--- src/rtl/ccl_labeler.sv ---
// ccl_labeler: first pass of connected-components labelling.
// Assigns provisional labels, logs equivalences into ping-pong merge stacks and drains them into a merge table.
module ccl_labeler #(
    parameter int LABEL_W     = 8,
    parameter int STACK_DEPTH = 16,
    parameter int CONN8       = 1
) (
    input  logic               clk,
    input  logic               reset_n,
    input  logic               en,
    input  logic               frame_start,
    input  logic [LABEL_W-1:0] A,
    input  logic [LABEL_W-1:0] B,
    input  logic [LABEL_W-1:0] C,
    input  logic [LABEL_W-1:0] D,
    input  logic [LABEL_W-1:0] data,
    input  logic [31:0]        y,
    input  logic [LABEL_W-1:0] rd_addr,
    output logic [LABEL_W-1:0] rd_data,
    output logic [LABEL_W-1:0] q,
    output logic               q_valid,
    output logic [LABEL_W-1:0] num_labels,
    output logic               label_overflow,
    output logic               merge_overflow,
    output logic               merge_incomplete
);

    localparam int CNT_W     = $clog2(STACK_DEPTH + 1);
    localparam int PTR_W     = (STACK_DEPTH > 1) ? $clog2(STACK_DEPTH) : 1;
    localparam int ENT_W     = 2 * LABEL_W;
    localparam int TBL_DEPTH = 1 << LABEL_W;
    localparam logic [LABEL_W-1:0] OVF_LABEL = '1;
    localparam logic [LABEL_W-1:0] FIRST_LABEL = LABEL_W'(1);
    localparam logic [CNT_W-1:0]   FULL_CNT = CNT_W'(STACK_DEPTH);

    logic [LABEL_W-1:0] q_q, q_d;
    logic               q_valid_q, q_valid_d;
    logic [LABEL_W-1:0] num_labels_q, num_labels_d;
    logic               label_overflow_q, label_overflow_d;
    logic               merge_overflow_q, merge_overflow_d;
    logic               merge_incomplete_q, merge_incomplete_d;
    logic [LABEL_W-1:0] rd_data_q, rd_data_d;
    logic [CNT_W-1:0]   cnt_q [2];
    logic [CNT_W-1:0]   cnt_d [2];

    logic [ENT_W-1:0]   stk_mem [2][STACK_DEPTH];
    logic [LABEL_W-1:0] tbl_mem [TBL_DEPTH];

    logic [LABEL_W-1:0] nb [4];
    logic [LABEL_W-1:0] min_lbl, max_lbl;
    logic [2:0]         n_distinct;
    logic               dup;

    logic               pix;
    logic [LABEL_W-1:0] pix_label;
    logic               new_alloc;
    logic               exhausted;
    logic               push_req;
    logic               multi_way;
    logic               push_sel, pop_sel;
    logic               push_full;
    logic               push_en, pop_en;
    logic [PTR_W-1:0]   push_ptr, pop_ptr;
    logic [ENT_W-1:0]   push_entry, pop_entry;
    logic               tbl_we;
    logic [LABEL_W-1:0] tbl_waddr, tbl_wdata;
    logic               unused_y;

    assign unused_y = ^y[31:1];

    // A and C are masked off in 4-connectivity so they never take part in a merge.
    always_comb begin
        nb[0]      = (CONN8 != 0) ? A : '0;
        nb[1]      = B;
        nb[2]      = (CONN8 != 0) ? C : '0;
        nb[3]      = D;
        min_lbl    = '1;
        max_lbl    = '0;
        n_distinct = '0;
        dup        = 1'b0;
        for (int i = 0; i < 4; i++) begin
            if (nb[i] != '0) begin
                if (nb[i] < min_lbl) min_lbl = nb[i];
                if (nb[i] > max_lbl) max_lbl = nb[i];
                dup = 1'b0;
                for (int j = 0; j < i; j++) begin
                    if (nb[j] == nb[i]) dup = 1'b1;
                end
                if (!dup) n_distinct = n_distinct + 3'd1;
            end
        end
    end

    always_comb begin
        pix       = reset_n && en && !frame_start;
        exhausted = (num_labels_q == OVF_LABEL);
        pix_label = '0;
        new_alloc = 1'b0;
        push_req  = 1'b0;
        multi_way = 1'b0;
        if (pix && (data != '0)) begin
            if (n_distinct == 3'd0) begin
                // At exhaustion num_labels already equals the overflow label.
                new_alloc = 1'b1;
                pix_label = num_labels_q;
            end else if (n_distinct == 3'd1) begin
                pix_label = min_lbl;
            end else begin
                pix_label = min_lbl;
                push_req  = 1'b1;
                multi_way = (n_distinct >= 3'd3);
            end
        end
    end

    always_comb begin
        push_sel   = y[0];
        pop_sel    = ~y[0];
        push_full  = (cnt_q[push_sel] == FULL_CNT);
        push_en    = push_req && !push_full;
        push_ptr   = PTR_W'(cnt_q[push_sel]);
        push_entry = {max_lbl, min_lbl};
        pop_ptr    = PTR_W'(cnt_q[pop_sel] - CNT_W'(1));
        pop_entry  = stk_mem[pop_sel][pop_ptr];
        // New-label initialisation owns the table port; a blocked pop simply retries.
        pop_en     = reset_n && !frame_start && (cnt_q[pop_sel] != '0) && !new_alloc;
        tbl_we     = new_alloc || pop_en;
        tbl_waddr  = new_alloc ? num_labels_q : pop_entry[ENT_W-1:LABEL_W];
        tbl_wdata  = new_alloc ? num_labels_q : pop_entry[LABEL_W-1:0];
    end

    always_comb begin
        cnt_d[0] = cnt_q[0];
        cnt_d[1] = cnt_q[1];
        if (frame_start) begin
            cnt_d[0] = '0;
            cnt_d[1] = '0;
        end else begin
            if (push_en) cnt_d[push_sel] = cnt_q[push_sel] + CNT_W'(1);
            if (pop_en)  cnt_d[pop_sel]  = cnt_q[pop_sel] - CNT_W'(1);
        end

        q_d       = pix ? pix_label : q_q;
        q_valid_d = pix;
        rd_data_d = tbl_mem[rd_addr];

        if (frame_start) begin
            num_labels_d       = FIRST_LABEL;
            label_overflow_d   = 1'b0;
            merge_overflow_d   = 1'b0;
            merge_incomplete_d = 1'b0;
        end else begin
            num_labels_d       = (new_alloc && !exhausted) ? num_labels_q + LABEL_W'(1)
                                                           : num_labels_q;
            label_overflow_d   = label_overflow_q || (new_alloc && exhausted);
            merge_overflow_d   = merge_overflow_q || (push_req && push_full);
            merge_incomplete_d = merge_incomplete_q || multi_way;
        end
    end

    always_ff @(posedge clk) begin
        if (!reset_n) begin
            q_q                <= '0;
            q_valid_q          <= 1'b0;
            num_labels_q       <= FIRST_LABEL;
            label_overflow_q   <= 1'b0;
            merge_overflow_q   <= 1'b0;
            merge_incomplete_q <= 1'b0;
            rd_data_q          <= '0;
            cnt_q[0]           <= '0;
            cnt_q[1]           <= '0;
        end else begin
            q_q                <= q_d;
            q_valid_q          <= q_valid_d;
            num_labels_q       <= num_labels_d;
            label_overflow_q   <= label_overflow_d;
            merge_overflow_q   <= merge_overflow_d;
            merge_incomplete_q <= merge_incomplete_d;
            rd_data_q          <= rd_data_d;
            cnt_q[0]           <= cnt_d[0];
            cnt_q[1]           <= cnt_d[1];
        end
    end

    // Storage arrays carry no reset; validity is tracked by the stack counters and label allocation.
    always_ff @(posedge clk) begin
        if (tbl_we) tbl_mem[tbl_waddr] <= tbl_wdata;
        if (push_en && !frame_start) stk_mem[push_sel][push_ptr] <= push_entry;
    end

    assign q                = q_q;
    assign q_valid          = q_valid_q;
    assign num_labels       = num_labels_q;
    assign label_overflow   = label_overflow_q;
    assign merge_overflow   = merge_overflow_q;
    assign merge_incomplete = merge_incomplete_q;
    assign rd_data          = rd_data_q;

endmodule

--- config.mk ---
export PLATFORM = sky130hd
export DESIGN_NAME = ccl_labeler
export DESIGN_NICKNAME = d
export VERILOG_FILES = /design/src/rtl/ccl_labeler.sv
export SDC_FILE = /design/constraint.sdc
export NUM_CORES = 2
export LEC_CHECK = 0
export ABC_AREA = 1
export BUFFER_PORTS_ARGS = -buffer_cell sky130_fd_sc_hd__buf_2
export CAP_MARGIN = 20
export CORE_MARGIN = 2
export CORE_UTILIZATION = 33
export DETAILED_ROUTE_END_ITERATION = 8
export HOLD_SLACK_MARGIN = 0.12
export PLACE_DENSITY = 0.57
export SYNTH_ARGS = -nofsm -noshare
export SYNTH_HDL_FRONTEND = slang
export SYNTH_SLANG_ARGS = --single-unit
--- constraint.sdc ---
create_clock -name clk -period 20.7 [get_ports clk]
set_input_delay 1.035 -clock clk [delete_from_list [all_inputs] [get_ports clk]]
set_output_delay 1.035 -clock clk [all_outputs]
set_load 0.02 [all_outputs]
==> impl_metrics.py <==
metrics = {
    "timing": {
        "tightestPinTransition_ns": 1.13,
        "setup_viol": 0,
        "final.min_clock_period_ns": 7.54,
        "period_share_pct": 36.4,
        "grt_setup_unrepaired": "false",
        "slew_violations": 0,
        "max_freq_mhz": 133,
        "tns_ns": 0,
        "hold_violations": 0,
        "finalClockSkew_ns": 0.0724,
        "slew_headroom_pct": 24.8,
        "whs_ns": 0.450,
        "fin_ws_ns": 13.16,
    },
    "run": {
        "maxCapViolations": 0,
    },
    "yosys": {
        "yosysMostFrequentCell": "edfxtp_1",
        "syn_nets": 8520,
        "synth_seq_cells": 2598,
        "synthArstFlopShare_pct": 0,
        "synth-seq-area-share_pct": 73.6,
        "netlist_instances": 8385,
        "syn-cell-area_mm2": 0.105,
        "synthDistinctLibCells": 61,
        "synth_top_area_share_pct": 72.9,
        "syn_area_per_cell_um2": 12.6,
        "synth-edff-count": 2560,
        "yosysTopAreaCell": "edfxtp_1",
        "synth_commonest_cells": "edfxtp_1, nor2_1, o21ai_0",
        "ys_warn_count": 0,
        "ys.flop_type": "edfxtp_1",
        "synth_top_cells_by_area": "edfxtp_1, o21ai_0, nor2_1",
    },
    "global_routing": {
        "antenna_found_initial": 5,
        "grt_use_met1_pct": 24.6,
        "top_usage_layer": "met2",
        "grt_max_degree": 197,
        "grt.total_usage_pct": 17.7,
        "met2_usage_pct": 28.0,
        "grt_pass1_wl_um": 435000,
        "met3_usage_pct": 3.39,
        "grt-ovfl-total": 0,
        "grt_pass1_vias": 65800,
    },
    "route": {
        "post-route-drc-count": 0,
        "viasPerCell": 5.42,
        "drt_iter0_markers": 8350,
        "vias": 68600,
        "routed_wirelength_um": 297000,
        "drtPass1Iterations": 6,
        "ant_nets": 0,
        "wl_per_cell_um": 23.5,
    },
    "clock_network": {
        "cts_hold_buf": 0,
        "numCtsBuffers": 268,
        "cts_root_buf": "clkbuf_16",
        "post_cts_buffers": 0,
        "post_cts_resized": 0,
        "clk_pin_slew_worst_paths_ns": 0.06,
        "cts-htree-levels": 5,
        "tritoncts": "yes",
        "cts_buffer_depth": 4,
        "clk_latency_ns": 0.84,
        "cts.sinks": 2598,
    },
    "setup_path": {
        "worstPathArrival_ns": 8.07,
        "required_ns": 21.23,
        "startpoint_type": "primary input",
        "cp_max_fo": 75,
        "path_class": "primary input to flop",
        "crit_path_end_kind": "flop",
    },
    "floorplanning": {
        "rows": 207,
        "dieArea_mm2": 0.324,
        "initial_core_util_pct": 33.1,
        "dieWidth_um": 569,
        "pin_count": 112,
        "core_mm2": 0.318,
        "die_h_um": 569,
    },
    "layout": {
        "n_fill_cell": 30200,
        "area_delta_synth_final_pct": 12.4,
        "final_core_util_pct": 37.2,
        "fin_cells": 12700,
        "nNetsFinal": 8415,
        "drive_above_1_share_pct": 8.21,
        "design_area_mm2": 0.118,
    },
    "outcome": {
        "status": "complete, no violations",
    },
    "hold_path": {
        "hold_class": "flop to flop",
    },
    "place": {
        "buffer_ports.inserted": 80,
        "numPlacedInstances": 12200,
        "dpl_cell_area_mm2": 0.110,
        "post-place-ws_ns": 12.43,
        "gp_congestion": 0.846,
        "dpl.hpwl_um": 164000,
    },
    "pwr": {
        "power_mw": 12.0,
        "ir_drop_v": 0.0000652,
        "power_density_mw_per_mm2": 101,
        "power_leakage_nw": 37.2,
    },
}
==> critical path, cell delays in order <==
cell       delay [ns]
buf_2            0.18
or2_2            0.29
a2111oi_0        0.46
nand4_1          0.17
ha_1             0.32
nand2_1          0.05
o21ai_1          0.19
ha_1             0.30
nor2_1           0.14
a21oi_2          0.06
ha_1             0.31
mux2_2           0.29
nor2_4           0.11
nand3_2          0.54
nor2_1           0.84
inv_1            0.34
nand2_4          0.82
buf_4            0.83
buf_4            0.61
==> layout make-up <==
type                    count  area, µm²  area share [%]
clock inverters           140       1180           0.994
flip-flops and latches   2598      77600            65.5
well taps                4180       5230            4.41
clock buffers             328       7120            6.01
diodes                      1       2.50         0.00211
repair buffers            232       1740            1.47
inverters                 109        437           0.369
multi-input cells        5071      25100            21.2
==> final timing paths <==
path / startpoint / end / slack [ns] / depth (start not counted)
worst max register to register: cnt_q[1][0] / tbl_mem[173][6] / 13.64 / 15
worst max-delay path: B[4] / tbl_mem[2][0] / 13.16 / 19
worst min register to register: merge_incomplete / merge_incomplete / 0.45 / 2
worst min-delay path: merge_incomplete / merge_incomplete / 0.45 / 2
==> cells in the final DEF, fill, tap and decap left out, drive strengths merged, types with 9 or more instances in the layout <==
master     n
nand4     10
buf      229
nor4       9
edfxtp  2560
a21oi    196
dfxtp     38
o22ai    633
clkbuf   331
nand2    662
a31oi     13
bufinv    18
o221ai    33
nor2    1733
a221o     64
nand3     85
o32ai     35
xnor2     21
xor2      13
o21ai   1394
clkinv   109
nor3      11
inv      116
a211oi    12
ha        51
a221oi    50
==> state kept, by name, summed over array words and instances, names as in the netlist <==
signal and count:
q 8, cnt_q 10, q_valid 1, rd_data 8, stk_mem 512, tbl_mem 2048
num_labels 8, merge_incomplete 1, merge_overflow 1, label_overflow 1
==> cell families (layout without fill, tap and decap cells) <==
logic type	count (synthesis)	after routing	share of synthesized area [%]
flip-flops	2598	2598	73.6
AND/OR/NAND/NOR	2529	2529	9.41
AO/OA/AOI/OAI	2456	2456	13.4
buffers and inverters	716	809	2.68
adder cells (fa/ha/maj)	51	51	0.605
XOR/XNOR	34	34	0.282
multiplexers	1	1	0.0107
other	0	1	0
==> report_power, final <==
group	switching, mW	internal [mW]
Sequential	0.00457	6.13
Combinational	0.979	0.226
Clock	2.00	2.67
==> per-layer routing <==
layer	vias up	part of all wire, %
met5	-	0
met4	0	3.1
met3	483	8.8
met2	2963	46
met1	34300	42
li1	30900	-
Note: power is estimated with default switching activity, not from simulation.
